[src/rtl/farbborg_pkg.sv]
// farbborg_pkg: shared state encoding, widths and lane extraction for the scan engine
package farbborg_pkg;
  localparam int FB_ADR_W = 8;
  localparam int LANES = 8;
  localparam int MAX_W = 16;
  typedef enum logic [3:0] {IDLE, CLR, ADDR, DATA, CLKH, CLKL, PSR_H, PSR_L, SHOW} state_t;
  function automatic logic [MAX_W-1:0] lane(input logic [LANES*MAX_W-1:0] dat, input int unsigned w, input int unsigned k);
    logic [LANES*MAX_W-1:0] s;
    s = dat >> (k * w);
    return s[MAX_W-1:0] & MAX_W'((32'd1 << w) - 32'd1);
  endfunction
endpackage

[src/rtl/farbborg_pwm_cmp.sv]
// farbborg_pwm_cmp: registered brightness-vs-step comparison for the 8 column lanes
module farbborg_pwm_cmp import farbborg_pkg::*; #(
  parameter int PWM_BITS = 8
)(
  input  logic                      clk,
  input  logic                      reset,
  input  logic                      load,
  input  logic [PWM_BITS-1:0]       step,
  input  logic [LANES*PWM_BITS-1:0] fb_dat,
  output logic [LANES-1:0]          col_data
);
  logic [LANES*MAX_W-1:0] dat;
  assign dat = (LANES*MAX_W)'(fb_dat);
  always_ff @(posedge clk or posedge reset)
    if (reset) col_data <= '0;
    else if (load)
      for (int k = 0; k < LANES; k++) col_data[k] <= lane(dat, PWM_BITS, k) > MAX_W'(step);
endmodule

[src/rtl/farbborg_scan.sv]
// farbborg_scan: PWM display scan of the LED cube; shifts column data per plane, selects
// the plane, lights it for ON_CYCLES and pulses frame_done at the end of each PWM frame.
module farbborg_scan import farbborg_pkg::*; #(
  parameter int NUM_PLANES = 5,
  parameter int LSR_LEN = 10,
  parameter int PWM_BITS = 8,
  parameter int ON_CYCLES = 16
)(
  input  logic                      clk,
  input  logic                      reset,
  input  logic                      enable,
  output logic [FB_ADR_W-1:0]       fb_adr,
  input  logic [LANES*PWM_BITS-1:0] fb_dat,
  output logic [LANES-1:0]          col_data,
  output logic                      lsr_c,
  output logic                      lsr_clr,
  output logic                      psr_c,
  output logic                      psr_d,
  output logic                      col_enable,
  output logic                      frame_done
);
  localparam int CNT_W = $clog2(ON_CYCLES + 1);
  localparam logic [PWM_BITS-1:0] STEP_MAX = PWM_BITS'((1 << PWM_BITS) - 2);
  state_t state, nxt;
  logic [3:0] plane, pos, plane_n, pos_n;
  logic [PWM_BITS-1:0] step, step_n;
  logic [CNT_W-1:0] cnt;
  logic show_end, last_plane, last_pos, wrap;
  assign show_end = state == SHOW && cnt == CNT_W'(ON_CYCLES - 1);
  assign last_plane = plane == 4'(NUM_PLANES - 1);
  assign last_pos = pos == 4'(LSR_LEN - 1);
  assign wrap = step == STEP_MAX;
  always_comb begin
    nxt = state;
    plane_n = plane;
    pos_n = pos;
    step_n = step;
    case (state)
      IDLE:  nxt = CLR;
      CLR:   nxt = ADDR;
      ADDR:  nxt = DATA;
      DATA:  nxt = CLKH;
      CLKH:  nxt = CLKL;
      CLKL: begin
        nxt = last_pos ? PSR_H : ADDR;
        pos_n = last_pos ? 4'd0 : pos + 4'd1;
      end
      PSR_H: nxt = PSR_L;
      PSR_L: nxt = SHOW;
      SHOW: if (show_end) begin
        nxt = ADDR;
        plane_n = last_plane ? 4'd0 : plane + 4'd1;
        step_n = !last_plane ? step : wrap ? '0 : step + 1'b1;
      end
      default: nxt = IDLE;
    endcase
    if (!enable) begin
      nxt = IDLE;
      plane_n = '0;
      pos_n = '0;
      step_n = '0;
    end
  end
  // Outputs are registered from the next state so strobes never glitch.
  always_ff @(posedge clk or posedge reset)
    if (reset) begin
      state <= IDLE;
      plane <= '0;
      pos <= '0;
      step <= '0;
      cnt <= '0;
      fb_adr <= '0;
      lsr_c <= 1'b0;
      lsr_clr <= 1'b1;
      psr_c <= 1'b0;
      psr_d <= 1'b0;
      col_enable <= 1'b0;
      frame_done <= 1'b0;
    end else begin
      state <= nxt;
      plane <= plane_n;
      pos <= pos_n;
      step <= step_n;
      cnt <= (state == SHOW && nxt == SHOW) ? cnt + 1'b1 : '0;
      fb_adr <= {plane_n, pos_n};
      lsr_c <= nxt == CLKH;
      lsr_clr <= nxt == IDLE || nxt == CLR;
      psr_c <= nxt == PSR_H;
      psr_d <= nxt == PSR_H && plane == 4'd0;
      col_enable <= nxt == SHOW;
      frame_done <= show_end && last_plane && wrap && enable;
    end
  farbborg_pwm_cmp #(.PWM_BITS(PWM_BITS)) u_cmp (
    .clk(clk),
    .reset(reset),
    .load(state == DATA),
    .step(step),
    .fb_dat(fb_dat),
    .col_data(col_data)
  );
endmodule

[config.mk]
export PLATFORM = sky130hd
export DESIGN_NAME = farbborg_scan
export DESIGN_NICKNAME = d
export VERILOG_FILES = /design/src/rtl/farbborg_pkg.sv /design/src/rtl/farbborg_pwm_cmp.sv /design/src/rtl/farbborg_scan.sv
export SDC_FILE = /design/constraint.sdc
export NUM_CORES = 1
export LEC_CHECK = 0
export BUFFER_PORTS_ARGS = -buffer_cell sky130_fd_sc_hd__buf_2
export CORE_ASPECT_RATIO = 0.6
export CORE_MARGIN = 2
export CORE_UTILIZATION = 36
export DETAILED_ROUTE_END_ITERATION = 16
export SYNTH_ARGS = -nofsm -noshare
export SYNTH_HDL_FRONTEND = slang
export SYNTH_SLANG_ARGS = --single-unit
[constraint.sdc]
create_clock -name clk -period 2.4 [get_ports clk]
set_input_delay 0.24 -clock clk [delete_from_list [all_inputs] [get_ports clk]]
set_output_delay 0.24 -clock clk [all_outputs]
set_load 0.01 [all_outputs]
==> impl_metrics.yaml <==
sta:
  relSlewSlack_pct: 24.3
  drv_slew: 0
  final.setup.tns_ns: 0
  rsz0062_at_grt: "false"
  hold_viol: 0
  period_share_pct: 86.5
  finalSetupViolCount: 0
  fmaxAchievable_mhz: 482
  layout_min_cycle_time_ns: 2.08
  fin_ws_ns: 0.325
  tightest_slew_ns: 1.13
  finalClockSkew_ns: 0.00639
clock_tree:
  postCtsSetupBuffers: 0
  cts_tree: "yes"
  cts_hold_buf: 0
  cts-htree-levels: 2
  cts.sinks: 39
  cts_made_buffers: 5
  cts_root_buffer: "clkbuf_16"
  cts.repair.resized: 0
  clk_path_buf_depth: 2
  clock_latency_ns: 0.28
  clk_pin_slew_worst_paths_ns: 0.06
pwr:
  total_leakage_power_nw: 1.99
  p_int_mw: 1.52
  vdd_drop_max_mv: 0.287
  switching_share_pct: 26.3
  comb_power_share_pct: 22.0
  p_total_mw: 2.06
  pwr-share-seq_pct: 36.7
  p_per_area_nw_per_um2: 501
  p_clk_share_pct: 41.3
  p_sw_mw: 0.541
detailed_routing:
  ant_nets: 0
  vias_per_cell: 5.22
  first_pass_iters: 4
  drt_iter0_markers: 119
  wl_per_cell_um: 14.9
  drt_wl_total_mm: 8.44
  num_vias: 2961
  drc: 0
worst_setup_path:
  cp_max_fo: 17
  crit_family: "simple AND/OR/NAND/NOR gates"
  start_kind: "flop"
  crit_chain: "inv_1, ha_1, nor2b_1, nand4_4, or4_1, a21oi_1"
  cp_num_buf_inv: 1
  crit_required_ns: 2.60
  slowest_stage: "or4_1"
  path_class: "flop to flop"
  r2r_slack_ns: 0.32
  arrival_ns: 2.28
  cp-end-kind: "flop"
  slowest_delay_ns: 0.56
final_layout:
  seq_area_um2: 977
  multiInputGateArea_um2: 2200
  drive_above_1_share_pct: 25.3
  antenna_cells: 0
  nets: 589
  fillCellCount: 910
  fin_util_pct: 45.3
  synthToLayoutAreaGrowth_pct: 23.8
synthesis:
  yosysSeqAreaShare_pct: 29.5
  synth-seq-cells: 39
  ys_types: 45
  syn_area_per_cell_um2: 9.34
  syn-instance-count: 355
  synth_nets: 494
  synth_warnings: 0
  ys.flop_type: "dfrtp_1"
  synthArstFlopShare_pct: 100
  synth_edf_count: 0
  synth_area_um2: 3320
floorplan:
  die_area_um2: 10000
  fp-row-count: 27
  die_x_um: 128
  io-pin-count: 89
  core_area_um2: 9050
  die_h_um: 78.4
  start_util_pct: 36.6
worst_hold_path:
  worstHoldPathType: "primary input to asynchronous set/reset pin"
global_route:
  grt_overflow: 0
  grt_pass1_vias: 2908
  antenna_found_initial: 0
  grt_max_degree: 31
  grt_pass1_wl_mm: 13.9
  grt_usage_pct: 17.4
placement:
  port_buffers: 88
  place_congestion: 0.864
  pre_cts_ws_ns: 0.325
  dp.final_hpwl_mm: 6.59
status:
  outcome: "finished, final reports clean"
job:
  maxCapViolations: 0
==> cell families after synthesis <==
group	after synthesis	share of synthesized area, %
AOI/OAI and AO/OA	77	15.1
xor gates and xnor gates	2	0.528
adders and majority gates	72	27.2
buffers and inverters	34	4.11
DFF	39	29.5
muxes	11	3.36
and+or+nand+nor	120	20.3
==> stage by stage <==
stage               hold slack [ns]  std cells  cell area (µm²)
finish                        0.106        567             4110
detailed placement            0.430        559             3920
global placement              0.441        559             3920
CTS                           0.131        567             4110
floorplan                     0.406        355             3320
global route                  0.180        567             4110
==> cells in the final DEF, fill, tap and decap left out, types with 2 or more instances in the layout <==
cell | Yosys | final
nor3_1 | 5 | 5
a2111oi_0 | 8 | 8
and3_1 | 4 | 4
nand3_1 | 10 | 10
nor4_1 | 2 | 2
o21a_1 | 2 | 2
bufinv_16 | 0 | 2
nand2_1 | 22 | 22
mux2i_1 | 10 | 10
a21oi_1 | 37 | 37
buf_4 | 0 | 6
or3_1 | 4 | 4
o211ai_1 | 8 | 8
ha_1 | 72 | 72
or2_2 | 8 | 8
buf_2 | 1 | 88
or4_1 | 2 | 2
nor2_1 | 22 | 22
nor3b_1 | 3 | 3
dfrtp_1 | 38 | 38
nand4_1 | 16 | 16
and2_1 | 2 | 2
nor2b_1 | 13 | 13
clkbuf_16 | 0 | 5
inv_1 | 27 | 26
a21o_1 | 8 | 8
o31ai_1 | 6 | 6
o21ai_0 | 2 | 2
==> per-layer routing <==
metal,vias up,GRT usage [%],share of wire [%]
li1,1510,-,-
met1,1364,25.9,52
met2,81,26.4,41
met3,6,3.34,6.2
met4,0,2.75,0.60
met5,-,0,0
==> flip-flops by register name (all words and copies together) (netlist names) <==
signal	cells
state	4
lsr_clr	1
psr_c	1
frame_done	1
lsr_c	1
pos	3
u_cmp.col_data	8
plane	3
psr_d	1
cnt	5
step	8
fb_adr	2
col_enable	1
==> worst reg2reg max path: stages (launching register included) <==
cell	delay (ns)
dfrtp_1	0.42
inv_1	0.08
ha_1	0.15
nor2b_1	0.38
nand4_4	0.28
or4_1	0.56
a21oi_1	0.14
==> final timing paths <==
check	start	endpoint	cells past startpoint
worst max-delay path	plane[0]$_DFFE_PP0P_	step[7]$_DFFE_PP0P_	6
worst min-delay path	reset	u_cmp.col_data[4]$_DFFE_PP0P_	2
worst max register to register	plane[0]$_DFFE_PP0P_	step[7]$_DFFE_PP0P_	6
worst min register to register	cnt[0]$_DFF_PP0_	cnt[0]$_DFF_PP0_	1
max in group asynchronous	reset	plane[0]$_DFFE_PP0P_	3
min in group clk	enable	step[6]$_DFFE_PP0P_	2
==> synth_stat cells (all sizes together), types with 3 or more instances <==
cell type | count | area (µm²)
o31ai | 6 | 45.0
a21oi | 37 | 185
and3 | 4 | 25.0
or2 | 8 | 50.1
a2111oi | 8 | 70.1
a21o | 8 | 60.1
nor3 | 5 | 25.0
nor3b | 3 | 22.5
nor2 | 22 | 82.6
dfrtp | 38 | 951
or3 | 4 | 25.0
ha | 72 | 901
nand4 | 17 | 121
nand3 | 10 | 50.1
mux2i | 10 | 100
clkbuf | 4 | 15.0
inv | 28 | 105
o211ai | 8 | 60.1
nor2b | 13 | 81.3
nand2 | 22 | 82.6
==> final cells by class <==
type | instances | area share (%)
clock inverters | 2 | 1.46
clock buffers | 6 | 3.14
multi-input cells | 282 | 53.7
flip-flops and latches | 39 | 23.8
well taps | 116 | 3.54
inverters | 28 | 2.56
repair buffers | 94 | 11.8
==> power groups by stage <==
stage                     Sequential (mW)  Combinational (mW)  Clock (mW)
final                               0.755               0.453       0.850
after global placement              0.765               0.437           0
after detailed placement            0.765               0.456           0
after CTS                           0.754               0.460       0.877
after global routing                0.762               0.524       0.902
after floorplan                     0.777               0.256           0
Power figures use the tool's default switching activity.
